<file path="config.mk">
export PLATFORM = sky130hd
export DESIGN_NAME = imem_loader
export DESIGN_NICKNAME = d
export VERILOG_FILES = /design/src/rtl/imem_loader_pkg.sv /design/src/rtl/imem_loader_word_assembler.sv /design/src/rtl/imem_loader.sv
export SDC_FILE = /design/constraint.sdc
export NUM_CORES = 1
export LEC_CHECK = 0
export ABC_AREA = 1
export BUFFER_PORTS_ARGS = -buffer_cell sky130_fd_sc_hd__buf_4
export CORE_MARGIN = 1
export CORE_UTILIZATION = 55
export DETAILED_ROUTE_END_ITERATION = 6
export PLACE_DENSITY = 0.73
export SETUP_SLACK_MARGIN = 0.2
export SLEW_MARGIN = 20
export SYNTH_ARGS = -nofsm -noshare
export SYNTH_HDL_FRONTEND = slang
export SYNTH_HIERARCHICAL = 1
export SYNTH_SLANG_ARGS = --single-unit
</file>
<file path="constraint.sdc">
create_clock -name clk_in -period 2 [get_ports clk_in]
set_input_delay 0.4 -clock clk_in [delete_from_list [all_inputs] [get_ports clk_in]]
set_output_delay 0.4 -clock clk_in [all_outputs]
set_load 0.01 [all_outputs]
</file>
<file path="src/rtl/imem_loader_pkg.sv">
// Shared types and constants for the boot-time instruction memory loader.
package imem_loader_pkg;

  typedef enum logic [2:0] {
    StLen0,
    StLen1,
    StData,
    StCsum,
    StDone,
    StErr
  } state_e;

  localparam int unsigned LEN_BYTES      = 2;
  localparam int unsigned BYTES_PER_WORD = 4;
  localparam int unsigned CSUM_W         = 8;

endpackage

</file>
<file path="src/rtl/imem_loader_word_assembler.sv">
// Packs accepted payload bytes into little-endian words and keeps the running XOR checksum.
module word_assembler
  import imem_loader_pkg::*;
(
  input  logic                        clk_i,
  input  logic                        rst_i,
  input  logic                        byte_valid_i,
  input  logic [7:0]                  byte_i,
  output logic                        last_byte_o,
  output logic                        word_valid_o,
  output logic [8*BYTES_PER_WORD-1:0] word_o,
  output logic [CSUM_W-1:0]           csum_o
);

  localparam int unsigned WordW = 8 * BYTES_PER_WORD;

  logic [1:0]        cnt_q, cnt_d;
  logic [WordW-1:0]  shift_q, shift_d;
  logic [WordW-1:0]  word_q, word_d;
  logic              valid_q, valid_d;
  logic [CSUM_W-1:0] xor_q, xor_d;

  // Current byte completes a word when the counter sits on the last lane.
  assign last_byte_o  = (cnt_q == 2'(BYTES_PER_WORD - 1));
  assign word_valid_o = valid_q;
  assign word_o       = word_q;
  assign csum_o       = xor_q;

  // Shift new bytes in from the top so the first byte lands in [7:0] after four.
  always_comb begin
    cnt_d   = cnt_q;
    shift_d = shift_q;
    word_d  = word_q;
    valid_d = 1'b0;
    xor_d   = xor_q;
    if (byte_valid_i) begin
      shift_d = {byte_i, shift_q[WordW-1:8]};
      cnt_d   = cnt_q + 2'd1;
      xor_d   = xor_q ^ byte_i;
      if (last_byte_o) begin
        valid_d = 1'b1;
        word_d  = shift_d;
      end
    end
  end

  // Assembler state register, cleared by the loader reset.
  always_ff @(posedge clk_i) begin
    if (rst_i) begin
      cnt_q   <= '0;
      shift_q <= '0;
      word_q  <= '0;
      valid_q <= 1'b0;
      xor_q   <= '0;
    end else begin
      cnt_q   <= cnt_d;
      shift_q <= shift_d;
      word_q  <= word_d;
      valid_q <= valid_d;
      xor_q   <= xor_d;
    end
  end

endmodule

</file>
<file path="src/rtl/imem_loader.sv">
// Loads a framed, checksummed byte stream into instruction memory and releases the CPU reset.
module imem_loader
  import imem_loader_pkg::*;
#(
  parameter int unsigned ADDR_W = 11
) (
  input  logic              clk_in,
  input  logic              reset,
  input  logic              rx_valid,
  input  logic [7:0]        rx_data,
  output logic              rx_ready,
  output logic              im_we,
  output logic [ADDR_W-1:0] im_waddr,
  output logic [31:0]       im_wdata,
  output logic              cpu_rst,
  output logic              load_done,
  output logic              load_err
);

  localparam int unsigned MaxWords = 32'd1 << ADDR_W;

  state_e            state_q, state_d;
  logic [7:0]        len_lo_q, len_lo_d;
  logic [15:0]       words_left_q, words_left_d;
  logic [ADDR_W-1:0] waddr_q, waddr_d;
  logic              cpu_rst_q, done_q, err_q;

  logic              accept;
  logic              last_byte;
  logic              word_valid;
  logic [CSUM_W-1:0] csum;
  logic [15:0]       len;

  assign accept = rx_valid && rx_ready;
  assign len    = {rx_data, len_lo_q};

  // Ready depends only on the registered state.
  assign rx_ready = (state_q != StDone) && (state_q != StErr);

  word_assembler u_word_assembler (
    .clk_i        (clk_in),
    .rst_i        (reset),
    .byte_valid_i (accept && (state_q == StData)),
    .byte_i       (rx_data),
    .last_byte_o  (last_byte),
    .word_valid_o (word_valid),
    .word_o       (im_wdata),
    .csum_o       (csum)
  );

  assign im_we     = word_valid;
  assign im_waddr  = waddr_q;
  assign cpu_rst   = cpu_rst_q;
  assign load_done = done_q;
  assign load_err  = err_q;

  // Frame FSM, remaining-word count and write address advance.
  always_comb begin
    state_d      = state_q;
    len_lo_d     = len_lo_q;
    words_left_d = words_left_q;
    waddr_d      = waddr_q;
    // Address moves on once the write pulse has been presented.
    if (word_valid) begin
      waddr_d = waddr_q + ADDR_W'(1);
    end
    unique case (state_q)
      StLen0: begin
        if (accept) begin
          len_lo_d = rx_data;
          state_d  = StLen1;
        end
      end
      StLen1: begin
        if (accept) begin
          words_left_d = len;
          if (32'(len) > MaxWords) begin
            state_d = StErr;
          end else if (len == 16'd0) begin
            state_d = StCsum;
          end else begin
            state_d = StData;
          end
        end
      end
      StData: begin
        if (accept && last_byte) begin
          words_left_d = words_left_q - 16'd1;
          if (words_left_q == 16'd1) begin
            state_d = StCsum;
          end
        end
      end
      StCsum: begin
        if (accept) begin
          state_d = (rx_data == csum) ? StDone : StErr;
        end
      end
      StDone, StErr: begin
        state_d = state_q;
      end
      default: state_d = StLen0;
    endcase
  end

  // State and status registers; status follows the next state so it lands one cycle after CSUM.
  always_ff @(posedge clk_in) begin
    if (reset) begin
      state_q      <= StLen0;
      len_lo_q     <= '0;
      words_left_q <= '0;
      waddr_q      <= '0;
      cpu_rst_q    <= 1'b1;
      done_q       <= 1'b0;
      err_q        <= 1'b0;
    end else begin
      state_q      <= state_d;
      len_lo_q     <= len_lo_d;
      words_left_q <= words_left_d;
      waddr_q      <= waddr_d;
      cpu_rst_q    <= (state_d != StDone);
      done_q       <= (state_d == StDone);
      err_q        <= (state_d == StErr);
    end
  end

endmodule
</file>
Word-level counts from Yosys, hierarchy flattened
Index checks and enable logic that the tools add are counted.
Storage, ports and cells
  flip-flop bits (word level): 116
  memories kept: 0
  logic and storage cells: 58
  ROM bits: 0
  bits in writable memories: 0
  latch bits: 0
  output and inout port bits: 48
  input port bits: 11
Operators by class
  $add $sub $neg: 3
  mux-type cells: 13
  shift-type cells: 0
  $lt $le $gt $ge: 1
  multiply operators: 0
  reduce and logical (&&, ||, !) cells: 12
  equal/unequal tests: 15
  bitwise operators: 2
  div/mod/pow operators: 0
Operators with widths (count)
  2-to-1 mux 16 bit: 2
  one-hot mux 16 bit (2 select lines): 1
  2-to-1 mux 3 bit: 6
  equality test 16 x 1 -> 1 bit (second input constant): 1
  greater-than comparator 16 x 12 -> 1 bit (second input constant): 1
  zero test 16 bit: 1
  subtractor 16 x 1 -> 16 bit (second input constant): 1
  one-hot mux 3 bit (5 select lines): 1
  equality test 3 bit (second input constant): 4
  adder 11 x 1 -> 11 bit (second input constant): 1
  inequality test 3 bit (second input constant): 3
  equality test 8 bit: 1
  XOR 8 bit: 1
  equality test 3 x 2 -> 1 bit (second input constant): 2
  logical AND 1 bit: 4
  AND reduction 2 bit: 2
  OR reduction 2 bit: 2
  equality test 3 x 1 -> 1 bit (second input constant): 1
  zero test 3 bit: 1
  2-to-1 mux 1 bit: 3
  AND reduction 3 bit: 1
  adder 2 x 1 -> 2 bit (second input constant): 1
  equality test 2 bit (second input constant): 1
  inequality test 2 x 1 -> 1 bit (second input constant): 1
  other kinds (3): 3

Logic depth before layout (Yosys ltp)
Gate-level depths: netlist (run 1).
  depth in word-level cells: 7
  depth in mapped cells: 11
  depth with buffers taken out: 11

Cells and area by module
The synthesis (run 1) kept the hierarchy.
Modules (own cells, without submodules)
  word_assembler: cells an instance 319, area an instance 2453.6 um^2, sequential area each 1341.3 um^2, times used 1
  imem_loader: cells an instance 388, area an instance 2441.1 um^2, sequential area each 820.8 um^2, times used 1

Least setup slack after synthesis (run 1)
No wires, ideal clock.
  path kind: register -> register
  start point: register waddr_q[0] (netlist: im_waddr[0])
  end point: register waddr_q[10] (netlist: im_waddr[10])
  period minus slack after synthesis: 1485 ps
  path slack: 515 ps
  arrival: 1369 ps
  cell stages (with the launch flop): 9
  data required time: 1884 ps
  library setup time: 116 ps
  path buffers: 0
  path through: dfxtp_1 > ha_1 > nand2_1 > nor3_1 > nand2_1 > nor2_1 > nand3_1 > o21ai_0 > nor2_1
Between the ends
  longest elaborated chain between the ends: 1
RTL lines
  from (decl): RTL line imem_loader.sv:25  | logic [ADDR_W-1:0] waddr_q, waddr_d;
  from (signal assigned): RTL line imem_loader.sv:120  | waddr_q <= waddr_d;
  adder 11 x 1 -> 11 bit: RTL line imem_loader.sv:65  | waddr_d = waddr_q + ADDR_W'(1);
No other way between the ends.
A chain may end at the register's enable or synchronous reset.

Worst setup path after layout (run 1)
  start point: register state_q[2]
  end point: register u_word_assembler.shift_q[12]
Between the ends
  longest elaborated chain between the ends: 4
  elaborated cells on any way between the ends: 6
  classes of those cells: eq/ne: 3; reduce/logical: 3
RTL lines
  from (decl): RTL line imem_loader.sv:22  | state_e state_q, state_d;
  from (signal assigned): RTL line imem_loader.sv:109  | state_q <= StLen0;
  from (signal assigned): RTL line imem_loader.sv:117  | state_q <= state_d;
  inequality test 3 bit: RTL line imem_loader.sv:38  | assign rx_ready = (state_q != StDone) && (state_q != StErr);
  logical AND 1 bit: RTL line imem_loader.sv:38
  logical AND 1 bit: RTL line imem_loader.sv:34  | assign accept = rx_valid && rx_ready;
  logical AND 1 bit *: RTL line imem_loader.sv:43  | .byte_valid_i (accept && (state_q == StData)),
  to (signal assigned): RTL line imem_loader_word_assembler.sv:57  | shift_q <= shift_d;
  to (decl): RTL line imem_loader_word_assembler.sv:18  | logic [WordW-1:0] shift_q, shift_d;
Every way passes the cells marked *; elsewhere a longest branch is shown, timed or not.

==> results of run 1 <==
-- final cells by class --
| class | count | area share [%] |
|---|---|---|
| Clock buffer | 10 | 2.46 |
| Clock inverter | 6 | 1.08 |
| Inverter | 64 | 4.39 |
| Multi-Input combinational cell | 506 | 41.3 |
| Sequential cell | 108 | 38.7 |
| Tap cell | 108 | 2.42 |
| Timing Repair Buffer | 70 | 9.63 |
-- cell families after synthesis --
kind of cell,Yosys count,synth area share (%)
DFF,108,44.2
adders and majority gates,4,1.02
buffers and inverters,94,9.00
AOI/OAI and AO/OA,105,11.6
xor gates and xnor gates,4,0.716
and+or+nand+nor,392,33.5
-- per-layer routing --
layer / vias to the layer above / GRT usage [%]
li1: 2335 / -
met4: 0 / 7.84
met5: - / 0
met2: 117 / 38.2
met3: 13 / 4.66
met1: 2072 / 36.4
-- final timing paths --
check	startpoint	end	slack, ps
worst min-delay path	rx_data[7]	u_word_assembler/word_o[31]	260
worst max register to register	state_q[2]	u_word_assembler/shift_q[12]	330
worst min register to register	u_word_assembler/shift_q[26]	u_word_assembler/word_o[18]	470
worst max-delay path	state_q[2]	u_word_assembler/shift_q[12]	330
-- critical path, delay by kind of cell, from the launching register on --
family,cells,cell delay (ps)
DFF,1,380
buffers and inverters,4,580
and+or+nand+nor,5,600
-- stage by stage --
stage,utilization (%),power (mW)
2_1_floorplan,-,2.61
3_3_place_gp,61.6,2.73
3_5_place_dp,61.6,2.74
4_1_cts,63.9,4.07
5_1_grt,64.4,4.24
6_report,64.4,4.06
-- cells in the final DEF, fill, tap and decap left out, types with 2 or more instances in the layout --
master and instances:
clkbuf_8 10, a21oi_2 3, nor3_1 7, nor2_4 2, inv_6 2, ha_1 4, inv_8 3, inv_2 2
o211ai_1 2, o21ai_0 42, xnor2_1 3, dfxtp_1 108, a31oi_1 3, nand2_2 3, nand3b_1 4, nor2_1 118
buf_4 69, a21oi_1 47, inv_1 60, o21ai_1 4, nand2_4 3, inv_4 2, nand2_1 198, nand3_1 51
-- power by group through the flow --
stage               Sequential, mW  Clock [mW]  Combinational [mW]
finish                        2.24        1.36               0.460
global route                  2.25        1.47               0.523
CTS                           2.24        1.37               0.456
detailed placement            2.29           0               0.453
global placement              2.29           0               0.448
floorplan                     2.28           0               0.338
-- flip-flops by register name (all words and copies together) (netlist names), 2 cells and up --
register,flops
u_word_assembler/csum_o,8
state_q,3
u_word_assembler/word_o,32
words_left_q,16
im_waddr,11
len_lo_q,8
u_word_assembler/cnt_q,2
u_word_assembler/shift_q,24
-- synthesized netlist by cell type, types with 4 or more instances --
master	number	area, um2
nor3_1	8	40.0
ha_1	4	50.1
inv_1	60	225
dfxtp_1	108	2160
clkbuf_1	6	22.5
o21ai_1	4	20.0
a21oi_1	47	235
buf_4	5	37.5
nor2_1	118	443
nand3_1	51	255
nand2_1	198	743
buf_6	7	78.8
o21ai_0	42	210
buf_2	10	50.1
nand3b_1	4	30.0
-- timing repair --
action / CTS / global route
gates resized for setup: 0 / 4
endpoints found under the hold margin: 0 / 0
buffers inserted: 0 / 1
endpoints found under the setup margin: 0 / 48
==> results.cfg, run 1 <==
[sta]
worst_slack_ps = 333
setup_viol = 0
slew_headroom_pct = 64.8
hold_viol = 0
hold_slack_ps = 263
worst_pin_slew_ps = 529
clock_skew_ps = 17.8
max_freq_mhz = 600
fin_setup_tns_ps = 0
period_needed_ps = 1670
fin_crit_sh_pct = 83.3
slew_violations = 0
rsz0062_at_grt = true

[routing]
post_drt_via_cell_ratio = 5.20
wl_met1_um = 5550
ant_nets = 0
drc = 0
dr.pass1.iters = 5
avgRoutedWirePerCell_um = 12.9
wl_met3_um = 462
wl_met2_um = 5090
dr.max_layer_used = met4
num_vias = 4537
first_iter_violations = 247
wirelength_um = 11200

[setup_path]
start_kind = flop
cp_cell_sequence = inv_2 -> nand2_2 -> nor2_8 -> nand2_1 -> inv_1 -> buf_4 -> inv_4 -> nor2_1 -> nor2_1
crit_type = flop to flop
crit_required_ps = 2270
arrival_ps = 1940
crit_top_cell = nor2_1
cp_max_fo = 25
reg2regPathDepth = 9
end_kind = flop
crit_slowest_cell = dfxtp_1
slowest_delay_ps = 380

[layout]
multi_input_area_um2 = 2310
fin_cells = 872
nFillCells = 796
drive_gt1_share_pct = 14.0
antenna_cells = 0
design_area_um2 = 5590
fin_nets = 774
area_growth_pct = 14.1
seq_area_um2 = 2160

[logic_synthesis]
syn_area_um2 = 4890
yosysWarnings = 6
synth_cells = 707
synthArstFlopShare_pct = 0
synthFlopType = dfxtp_1
avgSynthCellArea_um2 = 6.92
synth_cell_types = 37
synth_edf_count = 0
synth_fp_nets = 722
ys_ff_latch = 108
synth-seq-area-share_pct = 44.2

[power]
ir_drop_mv = 0.333
power.switching_mw = 1.19
switching_share_pct = 29.2
p_int_mw = 2.87
p_leak_nw = 2.65
p_comb_share_pct = 11.3
p_clk_share_pct = 33.6
seqPwrFrac_pct = 55.1
power_density_nw_per_um2 = 727

[placement]
gp_congestion = 0.894
dp_hpwl_um = 7670
placed_area_um2 = 5350
place_ws_ps = 232
portBuffers = 58
dp.cells = 854

[floorplanning]
placementRows = 34
die-area_um2 = 9280
core_um2 = 8680
ios = 59
chipHeight_um = 96.3
start_util_pct = 56.4
die_x_um = 96.3

[global_route]
grt_max_degree = 57
grt_pass1_vias = 3873
overflow = 0
antenna_found_initial = 0
track_usage_pct = 25.3
grt_pass1_wl_um = 18300

[clocking]
hold_buffers = 0
cts_buffers = 9
clk_pin_slew_ps = 110
clockRootBuffer = clkbuf_8
clk_path_buf_depth = 2
tritoncts = built
h-tree-depth = 3
clk_latency_ps = 380
cts_sinks = 108

[run_status]
status = complete, no violations

[flow_run]
max_cap_viol_count = 0

[worst_hold_path]
worstHoldPathType = input port to flop
min_delay_path_depth = 3
(Power assumes the default switching activity.)
==> inputs of run 2 (changes only) <==
--- a/config.mk
+++ b/config.mk
@@ -5,7 +5,7 @@
 export SDC_FILE = /design/constraint.sdc
 export NUM_CORES = 1
 export LEC_CHECK = 0
-export ABC_AREA = 1
+export ABC_AREA = 0
 export BUFFER_PORTS_ARGS = -buffer_cell sky130_fd_sc_hd__buf_4
 export CORE_MARGIN = 1
 export CORE_UTILIZATION = 55
==> constraint.sdc (replaced) <==
create_clock -name clk_in -period 1.7 [get_ports clk_in]
set_input_delay 0.34 -clock clk_in [delete_from_list [all_inputs] [get_ports clk_in]]
set_output_delay 0.34 -clock clk_in [all_outputs]
set_load 0.01 [all_outputs]
==> results.cfg, run 2 <==
[floorplanning]
core_um2 = 9200
chipHeight_um = 99.3
ios = 59
die_x_um = 99.3
placementRows = 35
die-area_um2 = 9860
start_util_pct = 56.6

[logic_synthesis]
synthFlopType = dfxtp_1
synth_edf_count = 0
ys_ff_latch = 108
ys_top_cells_by_count = dfxtp_1 (108), nor2_1 (54), nand2_1 (39)
synth_fp_nets = 557
yosysWarnings = 6
syn_area_um2 = 5210
synth.area.top_cells = dfxtp_1 (42%), nand3_2 (5.6%), mux2i_1 (5.2%)
synth.top_cell.area_share_pct = 41.5
synth_cell_types = 58
synthArstFlopShare_pct = 0
yosysTopAreaCell = dfxtp_1
synth-seq-area-share_pct = 41.5
synth_cells = 542
yosysMostFrequentCell = dfxtp_1
avgSynthCellArea_um2 = 9.61

[placement]
placed_area_um2 = 5940
place_ws_ps = -231
portBuffers = 58
gp_congestion = 0.871
dp_hpwl_um = 7710

[global_route]
grt_pass1_wl_um = 19300
grt_max_degree = 76
grt_pass1_vias = 3958
antenna_found_initial = 0
overflow = 0
track_usage_pct = 24.5

[clocking]
cts_buffers = 9
clk_latency_ps = 380
h-tree-depth = 3
tritoncts = built
clockRootBuffer = clkbuf_8
cts_sinks = 108
clk_pin_slew_ps = 110
clk_path_buf_depth = 2

[layout]
antenna_cells = 0
final_common_cell = buf_4
area_growth_pct = 28.3
largest_register_ffs = 32
nFillCells = 678
drive_gt1_share_pct = 44.2
design_area_um2 = 6680
fin_nets = 655
mostFrequentLayoutCells = buf_4 (103), dfxtp_1 (93), nor2_1 (50)

[routing]
num_vias = 4421
avgRoutedWirePerCell_um = 17.1
drc = 0
first_iter_violations = 259
dr.pass1.iters = 5
ant_nets = 0
wirelength_um = 13000
post_drt_via_cell_ratio = 5.85

[setup_path]
path_buf_inv = 0
cp_cell_sequence = or4_4 -> or2_4 -> and4bb_2 -> nor4_4 -> and2_1
reg2reg_slack_ps = -100
reg2regPathDepth = 5
end_kind = flop
endpoint = load_done
cp_max_fo = 3
crit_type = flop to flop
timing.critical_path.from = words_left_q[6]
cp_num_cells = 5
slowest_delay_ps = 540
crit-reg2reg-launch = words_left_q[6]
critPathTopFamily = simple AND/OR/NAND/NOR gates
timing.rr.end = load_done
arrival_ps = 2080
crit_slowest_cell = or4_4
start_kind = flop
crit_required_ps = 1980

[power]
p_clk_share_pct = 34.0
power.switching_mw = 1.33
p_int_mw = 3.58
power_density_nw_per_um2 = 735
total_power_mw = 4.91
p_leak_nw = 2.46
ir_drop_mv = 0.537
switching_share_pct = 27.1
p_comb_share_pct = 12.8
seqPwrFrac_pct = 53.2

[sta]
clock_skew_ps = 12.9
max_freq_mhz = 556
slew_headroom_pct = 62.8
period_needed_ps = 1800
fin_setup_tns_ps = -340
rsz0062_at_grt = true
slew_violations = 0
setup_viol = 6
worst_slack_ps = -99.9
fin_crit_sh_pct = 106
hold_slack_ps = 325
hold_viol = 0
worst_pin_slew_ps = 555

[worst_hold_path]
worstHoldPathType = input port to flop

[run_status]
violations = negative setup slack
status = finished with violations

[flow_run]
max_cap_viol_count = 0
## run 2: cell types whose count changed in the layout (fill, tap and decap cells not counted), sizes merged, moves of 27 or more
cell   change
nor2      -68
a21bo     +40
buf       +51
inv       -59
mux2i     +27
nand2    -165
## run 2: power by group through the flow
| stage | clock [mW] | sequential, mW | combinational (mW) |
|---|---|---|---|
| final | 1.67 | 2.61 | 0.631 |
| after global routing | 1.80 | 2.62 | 0.673 |
| after CTS | 1.69 | 2.61 | 0.544 |
| after detailed placement | 0 | 2.66 | 0.500 |
| after global placement | 0 | 2.66 | 0.488 |
| after floorplan | 0 | 2.66 | 0.280 |
## run 2: timing repair
action,in CTS,in global routing
hold endpoints to repair,0,0
endpoints found under the setup margin,25,66
cloned,2,5
pin swaps,11,24
gates resized for setup,42,37
hold buffers,0,0
buffers inserted,1,16
## run 2: logic make-up (layout without fill, tap and decap cells)
group                      Yosys count  after routing  share of synthesized area (%)
and+or+nand+nor                    190            190                           21.1
AOI/OAI and AO/OA                  152            153                           22.3
DFF                                108            108                           41.5
buffers and inverters               44            146                           6.06
muxes                               28             28                           5.41
xor gates and xnor gates            16             16                           2.69
adders and majority gates            4              4                          0.961
## run 2: per-layer routing
metal	vias up	GRT usage, %	wire [um]	part of all wire [%]
li1	2133	-	-	-
met4	0	6.33	241	1.9
met2	157	37.7	5980	46
met1	2110	35.0	6040	47
met5	-	0	0	0
met3	21	5.41	702	5.4
## run 2: area by class of cell
type	instances	area (um2)	area share (%)
flip-flops and latches	108	2190	32.7
clock buffers	10	128	1.91
clock inverters	6	78.8	1.18
well taps	111	139	2.08
multi-input cells	391	2980	44.7
inverters	6	27.5	0.412
repair buffers	124	1140	17.0
## run 2: worst min-delay path by stage
stage,cells after the start,start,slack (ps),to
floorplan,2,words_left_q[8],430,words_left_q[8]
global placement,2,words_left_q[8],450,words_left_q[8]
detailed placement,2,words_left_q[8],460,words_left_q[8]
CTS,3,rx_data[2],340,words_left_q[10]
global route,3,rx_data[2],330,words_left_q[10]
finish,3,rx_data[2],320,words_left_q[10]
## run 2: metrics by stage
stage | cells | utilization [%]
2_1_floorplan | 542 | -
3_3_place_gp | 716 | 64.6
3_5_place_dp | 716 | 64.6
4_1_cts | 735 | 68.9
5_1_grt | 756 | 72.7
6_report | 756 | 72.7
## run 2: worst register-to-register path, stage by stage (launching register included)
cell	delay (ps)
dfxtp_2	330
or4_4	540
or2_4	270
and4bb_2	340
nor4_4	60
and2_1	150
